--- src/rtl/serial_adder.sv ---
// Bit-serial N-bit adder: one full-adder cell, operands shifted LSB first,
// carry held in a flop between bits, start/done handshake to a controller.

// One-bit full adder cell reused by the serial datapath.
module fulladder (
    input  logic A,
    input  logic B,
    input  logic Cin,
    output logic S,
    output logic Cout
);

    assign S    = A ^ B ^ Cin;
    assign Cout = (A & B) | (Cin & (A ^ B));

endmodule

module serial_adder #(
    parameter int N = 8
) (
    input  logic         clk,
    input  logic         rst,
    input  logic         start,
    input  logic [N-1:0] A,
    input  logic [N-1:0] B,
    input  logic         Cin,
    output logic         busy,
    output logic         done,
    output logic [N-1:0] S,
    output logic         Cout
);

    localparam int CW = $clog2(N + 1);

    typedef enum logic [1:0] {
        IDLE = 2'd0,
        ADD  = 2'd1,
        DONE = 2'd2
    } state_t;

    state_t          state_q, state_d;
    logic [N-1:0]    ra_q, ra_d;
    logic [N-1:0]    rb_q, rb_d;
    logic [N-1:0]    s_q, s_d;
    logic            cy_q, cy_d;
    logic            cout_q, cout_d;
    logic [CW-1:0]   cnt_q, cnt_d;

    logic            fa_sum;
    logic            fa_carry;
    logic            last_bit;

    // The single adder cell always looks at the current LSBs and the carry flop.
    fulladder u_fa (
        .A    (ra_q[0]),
        .B    (rb_q[0]),
        .Cin  (cy_q),
        .S    (fa_sum),
        .Cout (fa_carry)
    );

    assign last_bit = (cnt_q == CW'(N - 1));

    // State register; reset wins over every other input, including a same-edge start.
    always_ff @(posedge clk) begin
        // NOTE: sequential state uses non-blocking assignments so every flop samples
        // pre-edge values regardless of statement order.
        if (rst) begin
            state_q <= IDLE;
        end else begin
            state_q <= state_d;
        end
    end

    // Next-state logic: start only matters in IDLE, DONE always returns to IDLE.
    always_comb begin
        // NOTE: every combinational output gets a default first so no path
        // through the case can leave it unassigned and infer a latch.
        state_d = state_q;
        unique case (state_q)
            IDLE:    if (start) state_d = ADD;
            ADD:     if (last_bit) state_d = DONE;
            DONE:    state_d = IDLE;
            default: state_d = IDLE;
        endcase
    end

    // Output decode straight from the state flops; no input reaches an output.
    always_comb begin
        busy = (state_q == ADD) || (state_q == DONE);
        done = (state_q == DONE);
    end

    // Datapath next values: load on acceptance, shift one bit per ADD cycle.
    always_comb begin
        ra_d   = ra_q;
        rb_d   = rb_q;
        s_d    = s_q;
        cy_d   = cy_q;
        cout_d = cout_q;
        cnt_d  = cnt_q;
        unique case (state_q)
            IDLE: begin
                if (start) begin
                    ra_d   = A;
                    rb_d   = B;
                    cy_d   = Cin;
                    s_d    = '0;
                    cout_d = 1'b0;
                    cnt_d  = '0;
                end
            end
            ADD: begin
                s_d   = {fa_sum, s_q[N-1:1]};
                ra_d  = {1'b0, ra_q[N-1:1]};
                rb_d  = {1'b0, rb_q[N-1:1]};
                cy_d  = fa_carry;
                cnt_d = cnt_q + CW'(1);
                if (last_bit) begin
                    cout_d = fa_carry;
                end
            end
            default: begin
            end
        endcase
    end

    // Datapath registers with synchronous clear.
    always_ff @(posedge clk) begin
        if (rst) begin
            ra_q   <= '0;
            rb_q   <= '0;
            s_q    <= '0;
            cy_q   <= 1'b0;
            cout_q <= 1'b0;
            cnt_q  <= '0;
        end else begin
            ra_q   <= ra_d;
            rb_q   <= rb_d;
            s_q    <= s_d;
            cy_q   <= cy_d;
            cout_q <= cout_d;
            cnt_q  <= cnt_d;
        end
    end

    assign S    = s_q;
    assign Cout = cout_q;

endmodule
--- config.mk ---
export PLATFORM = sky130hd
export DESIGN_NAME = serial_adder
export DESIGN_NICKNAME = d
export VERILOG_FILES = /design/src/rtl/serial_adder.sv
export SDC_FILE = /design/constraint.sdc
export NUM_CORES = 1
export LEC_CHECK = 0
export CORE_MARGIN = 1.5
export CORE_UTILIZATION = 45
export DETAILED_ROUTE_END_ITERATION = 7
export GPL_TIMING_DRIVEN = 1
export PLACE_DENSITY = 0.79
export SLEW_MARGIN = 5
export SYNTH_ARGS = -nofsm -noshare
export SYNTH_HDL_FRONTEND = slang
export SYNTH_SLANG_ARGS = --single-unit
--- constraint.sdc ---
create_clock -name clk -period 1.55 [get_ports clk]
set_input_delay 0.2325 -clock clk [delete_from_list [all_inputs] [get_ports clk]]
set_output_delay 0.2325 -clock clk [all_outputs]
set_load 0.01 [all_outputs]
Yosys cells after proc, flatten, opt, wreduce, memory -nomap -nowiden

Index checks and enable logic that the tools add are counted.

ROM bits: 0
Logic and storage cells: 40
Bits in latches: 0
Bits in writable memories: 0
Input port bits: 20
Output and inout bits: 11
Memories: 0
Flip-flop bits (word level): 32

Equal/unequal tests: 5
Reductions and logical operators: 6
Multipliers: 0
Div/mod/pow operators: 0
Magnitude comparators: 0
Multiplexer cells: 16
$add $sub $neg: 1
Shift-type cells: 0
Bitwise logic cells: 5

Operators with widths:

| kind                                                 | number |
|---|---|
| one-hot mux 8 bit (2 select lines)                   | 3 |
| two-way mux 8 bit                                    | 3 |
| one-hot mux 4 bit (2 select lines)                   | 1 |
| adder 4 x 1 -> 4 bit (second input constant)         | 1 |
| equality test 4 x 3 -> 1 bit (second input constant) | 1 |
| two-way mux 2 bit                                    | 2 |
| two-way mux 4 bit                                    | 1 |
| inequality test 2 bit (second input constant)        | 2 |
| one-hot mux 1 bit (2 select lines)                   | 2 |
| one-hot mux 2 bit (2 select lines)                   | 1 |
| AND reduction 2 bit                                  | 2 |
| two-way mux 1 bit                                    | 3 |
| AND reduction 3 bit                                  | 1 |
| AND 1 bit                                            | 2 |
| equality test 2 x 1 -> 1 bit (second input constant) | 1 |
| equality test 2 bit (second input constant)          | 1 |
| logical NOT 2 bit                                    | 1 |
| nonzero test 2 bit                                   | 1 |
| bitwise XOR 1 bit                                    | 2 |
| logical OR 1 bit                                     | 1 |
| OR 1 bit                                             | 1 |

Logic depth before layout (Yosys ltp)

Gate-level depths: netlist of the first run.

Depth in word-level cells: 5
Depth in mapped cells: 7

Hierarchy

Synthesis of the first run repeated with hierarchy kept, for this count alone.

Cell total of the unflattened synthesis: 158
Area, all modules: 1462.7 µm²

Modules (own cells, without submodules):

| module       | cells an instance | sequential area each (µm²) | instances | area each (µm²) |
|---|---|---|---|---|
| serial_adder | 157               | 640.6                      | 1         | 1442.6 |
| fulladder    | 1                 | 0.0                        | 1         | 20.0 |

Worst setup path after synthesis of the first run

OpenSTA, ideal clock, no wires.

Path type: register to register
From: reg state_q[0]
To: reg cnt_q[3]
Required time: 1.476 ns
Stages on the path, launching flop included: 6
Clock period less this slack: 1.579 ns
Library setup time: 0.074 ns
Setup slack: -0.029 ns
Arrival time: 1.505 ns
Cells stage by stage: dfxtp_1 -> inv_1 -> ha_1 -> mux2i_1 -> or4b_1 -> a31oi_1

Cells in the longest elaborated chain, start to end: 3
Elaborated cells between the ends (all ways): 6

Ends and longest elaborated chain:

| item                                                                  | RTL line | text |
|---|---|---|
| from (decl)                                                           | 41       | `state_t state_q, state_d;` |
| from (signal assigned)                                                | 71       | `state_q <= state_d;` |
| equality test 2 x 1 -> 1 bit or logical NOT 2 bit (tied branches)     | 102      | `unique case (state_q)` |
| nonzero test 2 bit (no line) or inequality test 2 bit (tied branches) | n/a      |  |
| AND reduction 2 bit (no line)                                         | n/a      |  |
| to (signal assigned)                                                  | 143      | `cnt_q <= cnt_d;` |
| to (decl)                                                             | 47       | `logic [CW-1:0] cnt_q, cnt_d;` |

Parallel ways exist; a longest one is shown, timed or not.
A chain may end at the register's enable or synchronous reset.

Final worst setup path of the first run

From: reg state_q[1]
To: reg cnt_q[3]

Same word-level chain as after synthesis.

==> qor.tcl, run 1 <==
set qor(status) {completed}
set qor(cts.hold.buffers_added) 0
set qor(die_h_um) 60.33
set qor(crit_path_top_delay_cell) {sky130_fd_sc_hd__or4b_1}
set qor(unrepaired_setup_endpoints_after_global_routing) {yes}
set qor(timing.critical_path.arrival_ps) 1790
set qor(drive_above_1_share_pct) 14.72
set qor(cts_root_buf) {sky130_fd_sc_hd__clkbuf_4}
set qor(synthTopCellsByCount) {sky130_fd_sc_hd__dfxtp_1 (32), sky130_fd_sc_hd__mux2i_1 (19), sky130_fd_sc_hd__nor2_1 (17)}
set qor(post-dp-hpwl_um) 2126
set qor(final_max_slew_viol_count) 0
set qor(skew_ps) 6.083
set qor(drt.antenna.violating_nets) 0
set qor(grt_max_degree) 41
set qor(cts-buffers-inserted) 5
set qor(synthArstFlopShare_pct) 0
set qor(vdd_ir_drop_max_mv) 0.8718
set qor(critPathRequiredTime_ps) 1820
set qor(avgSynthCellArea_um2) 9.129
set qor(final_critical_path_required_period_ps) 1516
set qor(clk_pin_slew_ps) 100
set qor(clock_latency_ps) 340
set qor(cts.path.max_buffers) 2
set qor(mappedNetlistNets) 189
set qor(site_row_count) 20
set qor(finalWeightedCongestion) 0.7785
set qor(final_area_um2) 1968
set qor(port_buffers) 30
set qor(ys_ff_latch) 32
set qor(design.die.area_um2) 3639
set qor(synth_seq_area_share_pct) 43.32
set qor(total_power_mw) 2.944
set qor(layout.nets) 223
set qor(syn_area_um2) 1479
set qor(post_drt_via_cell_ratio) 5.241
set qor(crit_path_max_fanout) 5
set qor(route.vias.total) 1263
set qor(dpl-instance-area_um2) 1877
set qor(post-synth-top-count-cell) {sky130_fd_sc_hd__dfxtp_1}
set qor(max_slew.worst_pin.slew_ps) 201.7
set qor(path_cells) {inv_2, ha_2, mux2i_2, or4b_1, a31oi_1}
set qor(average_wire_per_standard_cell_um) 12.75
set qor(reg2regPathDepth) 5
set qor(tritoncts) {built}
set qor(setup.worst_path.class) {register to register}
set qor(max_capacitance_violation_total) 0
set qor(cp_num_cells) 5
set qor(power.leakage_nw) 0.7278
set qor(hold_fails_final_rpt) 0
set qor(edff_count_synth) 0
set qor(cp-start-kind) {register}
set qor(initial_utilization_pct) 48.05
set qor(layout.core_utilization_pct) 63.94
set qor(yosys.area.top_type) {sky130_fd_sc_hd__dfxtp_1}
set qor(critical_path.endpoint_type) {register}
set qor(placeable_core_region_um2) 3078
set qor(areaGrowthSynthToFinish_pct) 33.08
set qor(numClockSinks) 32
set qor(die_width_um) 60.33
set qor(critical-path-max-stage-delay_ps) 510
set qor(grt_antenna_before_repair) 0
set qor(grt_util_all_layers_pct) 18.86
set qor(first_global_vias) 1209
set qor(slew-limit-headroom_pct) 86.48
set qor(yosys_warnings) 0
set qor(first_pass_iters) 4
set qor(cts_max_level) 2
set qor(power_per_cell_area_nw_per_um2) 1496
set qor(synthTopCellsByArea) {sky130_fd_sc_hd__dfxtp_1 (43%), sky130_fd_sc_hd__mux2i_1 (13%), sky130_fd_sc_hd__a211oi_1 (7.6%)}
set qor(worst_hold_path_type) {register to register}
set qor(timing.hold.worst_path_depth) 2
set qor(drt_drc_violations_left) 0
set qor(cp.buffers_inverters) 1
set qor(totalWireLength_um) 3072
set qor(global_route_wire_length_before_repair_um) 5043
set qor(synth.distinct_cells) 23
set qor(drtIter0Drc) 45
set qor(synth.top_cell.area_share_pct) 43.32
set qor(netlist_instances) 162
set qor(final.period_utilization_pct) 97.80
set qor(timing.critical_path.max_delay_family) {simple AND/OR/NAND/NOR gates}
set qor(ys_dominant_reg_cell) {sky130_fd_sc_hd__dfxtp_1}
set qor(setup_viol) 0
set qor(grt_overflow_total) 0
set qor(final_setup_tns_ps) 0
set qor(count_of_boundary_i_o_pins) 31
set qor(hold_ws_ps) 461.9
set qor(fmax_ghz) 0.6597
set qor(antennaDiodeCount) 0
==> state kept, by name, indices dropped and copies added, names as in the netlist <==
signal	count
S	8
ra_q	8
rb_q	8
cnt_q	4
state_q	2
Cout	1
cy_q	1
==> worst register-to-register path, cell delays in order (launching register included) <==
cell and delay [ps]:
sky130_fd_sc_hd__dfxtp_2 350, sky130_fd_sc_hd__inv_2 110, sky130_fd_sc_hd__ha_2 240, sky130_fd_sc_hd__mux2i_2 90
sky130_fd_sc_hd__or4b_1 510, sky130_fd_sc_hd__a31oi_1 170
==> final timing paths <==
| kind | from | end | slack [ps] |
|---|---|---|---|
| max | state_q[1] | cnt_q[3] | 30 |
| min | rb_q[7] | rb_q[7] | 460 |
| max reg2reg | state_q[1] | cnt_q[3] | 30 |
| min reg2reg | rb_q[7] | rb_q[7] | 460 |
==> layout make-up <==
class | count | area (um^2)
fillers | 271 | 1110
multi-input cells | 110 | 787.0
flip-flops and latches | 32 | 643.1
repair buffers | 40 | 395.4
well taps | 44 | 55.05
clock buffers | 6 | 51.30
inverters | 7 | 26.28
clock inverters | 2 | 10.01
==> layer usage <==
metal / up-vias / track usage (%) / part of all wire, % / wire length, um
li1: 633 / - / - / -
met1: 584 / 19.41 / 43 / 1308
met2: 38 / 34.78 / 51 / 1552
met3: 8 / 6.494 / 5.1 / 158
met4: 0 / 7.302 / 1.7 / 53
met5: - / 0 / 0 / 0
==> layout by cell type, fill, tap and decap left out, types with 2 or more instances in the layout <==
| cell type | synthesis | layout |
|---|---|---|
| sky130_fd_sc_hd__a21oi_1 | 12 | 12 |
| sky130_fd_sc_hd__clkinv_2 | 0 | 2 |
| sky130_fd_sc_hd__nand2_1 | 11 | 11 |
| sky130_fd_sc_hd__nand2b_1 | 6 | 6 |
| sky130_fd_sc_hd__clkbuf_4 | 0 | 5 |
| sky130_fd_sc_hd__dfxtp_2 | 0 | 2 |
| sky130_fd_sc_hd__a211oi_2 | 0 | 2 |
| sky130_fd_sc_hd__a32oi_1 | 2 | 2 |
| sky130_fd_sc_hd__nand3b_1 | 5 | 5 |
| sky130_fd_sc_hd__nor2_1 | 17 | 16 |
| sky130_fd_sc_hd__ha_1 | 6 | 4 |
| sky130_fd_sc_hd__buf_4 | 1 | 8 |
| sky130_fd_sc_hd__clkdlybuf4s50_1 | 0 | 28 |
| sky130_fd_sc_hd__buf_12 | 0 | 2 |
| sky130_fd_sc_hd__nand3_1 | 9 | 9 |
| sky130_fd_sc_hd__a211oi_1 | 15 | 13 |
| sky130_fd_sc_hd__dfxtp_1 | 32 | 30 |
| sky130_fd_sc_hd__mux2i_1 | 19 | 18 |
| sky130_fd_sc_hd__inv_1 | 7 | 6 |
==> through the flow <==
stage	setup slack (ps)	instances
6_report	34.18	241
3_5_place_dp	-35.36	232
4_1_cts	12.72	241
5_1_grt	-30.21	241
3_3_place_gp	21.39	232
2_1_floorplan	17.96	162
==> cells by family (layout without fill, tap and decap cells) <==
kind of cell	count (synthesis)	in the layout	synth area share, %
simple gates	51	51	16.92
compound gates	32	32	14.13
flops	32	32	43.32
mux	20	20	13.62
buf+inv	20	55	5.584
fa+ha+maj	7	7	6.430
==> timing repair <==
item	in CTS	in global routing
setup endpoints to repair	15	19
gates resized for setup	7	6
setup buffers	1	0
==> report_power, final <==
group	leakage, nW	internal (mW)	total (mW)	switching [mW]
logic	0.427	0.624	1.31	0.688
clock network	0.0380	0.216	0.506	0.291
registers	0.263	1.02	1.13	0.108
No activity file was read; power rests on OpenSTA's default activity.
==> run 2: changes to the inputs <==
PLACE_DENSITY = not set   (was 0.79)
PLACE_DENSITY_LB_ADDON = 0.05   (was not set)
==> qor.tcl, run 2 (synthesis gave the netlist of run 1 again) <==
set qor(grt_antenna_before_repair) 0
set qor(totalWireLength_um) 2897
set qor(global_route_wire_length_before_repair_um) 4850
set qor(clock_latency_ps) 330
set qor(post_drt_via_cell_ratio) 5.041
set qor(status) {completed}
set qor(vdd_ir_drop_max_mv) 0.7204
set qor(timing.critical_path.arrival_ps) 1710
set qor(worst_hold_path_type) {register to register}
set qor(die_h_um) 60.33
set qor(antennaDiodeCount) 0
set qor(power_per_cell_area_nw_per_um2) 1538
set qor(power.leakage_nw) 0.7359
set qor(route.vias.total) 1215
set qor(final_critical_path_required_period_ps) 1501
set qor(design.die.area_um2) 3639
set qor(hold_ws_ps) 454.0
set qor(layout.core_utilization_pct) 65.04
set qor(cts.path.max_buffers) 2
set qor(fillers) 269
set qor(die_width_um) 60.33
set qor(cp-start-kind) {register}
set qor(finalWeightedCongestion) 0.7868
set qor(layout.nets) 223
set qor(crit_path_max_fanout) 40
set qor(cts_root_buf) {sky130_fd_sc_hd__clkbuf_4}
set qor(multi_input_gate_area_um2) 799.5
set qor(total_area_of_sequential_cells_um2) 645.6
set qor(final_max_slew_viol_count) 0
set qor(fmax_ghz) 0.6661
set qor(max_slew.worst_pin.slew_ps) 235.3
set qor(grt_overflow_total) 0
set qor(setup.worst_path.class) {register to register}
set qor(cts_max_level) 2
set qor(areaGrowthSynthToFinish_pct) 35.36
set qor(site_row_count) 20
set qor(skew_ps) 6.937
set qor(setup_ws_ps) 48.61
set qor(post-dp-hpwl_um) 1916
set qor(first_pass_iters) 3
set qor(critPathRequiredTime_ps) 1760
set qor(drt_drc_violations_left) 0
set qor(placeable_core_region_um2) 3078
set qor(dpl_worst_slack_ps) -27.18
set qor(grt_max_degree) 41
set qor(final.period_utilization_pct) 96.86
set qor(average_wire_per_standard_cell_um) 12.02
set qor(max_capacitance_violation_total) 0
set qor(clk_pin_slew_ps) 100
set qor(dpl-instance-area_um2) 1869
set qor(setup_viol) 0
set qor(hold_fails_final_rpt) 0
set qor(slew-limit-headroom_pct) 84.31
set qor(drt.antenna.violating_nets) 0
set qor(final_area_um2) 2002
set qor(leading_cell_type_in_the_layout_fill_and_taps_excluded) {sky130_fd_sc_hd__dfxtp_1}
set qor(cts-buffers-inserted) 5
set qor(drive_above_1_share_pct) 14.21
set qor(tritoncts) {built}
set qor(numClockSinks) 32
set qor(port_buffers) 30
set qor(first_global_vias) 1080
set qor(count_of_boundary_i_o_pins) 31
set qor(total_power_mw) 3.078
set qor(critical_path.endpoint_type) {register}
set qor(cts.hold.buffers_added) 0
set qor(initial_utilization_pct) 48.05
set qor(drtIter0Drc) 61
set qor(grt_util_all_layers_pct) 18.46
set qor(mostFrequentLayoutCells) {sky130_fd_sc_hd__dfxtp_1 (30), sky130_fd_sc_hd__clkdlybuf4s50_1 (28), sky130_fd_sc_hd__mux2i_1 (18)}
run 2: stage by stage:
| stage | TNS (ps) | instances |
|---|---|---|
| after global placement | 0 | 231 |
| after floorplan | 0 | 162 |
| final | 0 | 241 |
| after CTS | 0 | 240 |
| after detailed placement | -53.96 | 231 |
| after global routing | -0.1353 | 241 |
run 2: critical path, cell delays in order, from the launching register on:
cell and delay [ps]:
sky130_fd_sc_hd__dfxtp_4 360, sky130_fd_sc_hd__inv_1 110, sky130_fd_sc_hd__ha_4 170, sky130_fd_sc_hd__mux2_2 360
sky130_fd_sc_hd__buf_12 180, sky130_fd_sc_hd__nor2_1 140, sky130_fd_sc_hd__a211oi_2 60
run 2: area by class of cell:
class	instances	area share [%]
Timing Repair Buffer	40	19.94
Clock inverter	2	1.750
Sequential cell	32	32.25
Tap cell	44	2.750
Inverter	7	1.313
Multi-Input combinational cell	110	39.94
Clock buffer	6	2.063
run 2: final timing paths:
check	depth (start not counted)	to	slack [ps]	from
worst min register to register	2	S[0]	450	S[0]
worst max register to register	6	rb_q[3]	50	state_q[0]
worst min-delay path	2	S[0]	450	S[0]
worst max-delay path	6	rb_q[3]	50	state_q[0]
run 2: where the power goes:
group          switching (mW)  internal (mW)  total (mW)  leakage [nW]
clock network           0.276          0.338       0.614        0.0422
logic                   0.690          0.644        1.33         0.430
registers               0.109           1.02        1.13         0.263
run 2: repair_timing:
action | CTS | global route
resized for setup | 7 | 9
endpoints found under the hold margin | 0 | 0
setup endpoints to repair | 10 | 23
buffers inserted | 1 | 1
run 2: routing by layer:
| layer | GRT usage, % | part of all wire [%] | vias up |
|---|---|---|---|
| met3 | 6.494 | 5.3 | 7 |
| li1 | - | - | 634 |
| met5 | 0 | 0 | - |
| met4 | 8.571 | 2.5 | 0 |
| met1 | 21.81 | 46 | 548 |
| met2 | 29.97 | 46 | 26 |
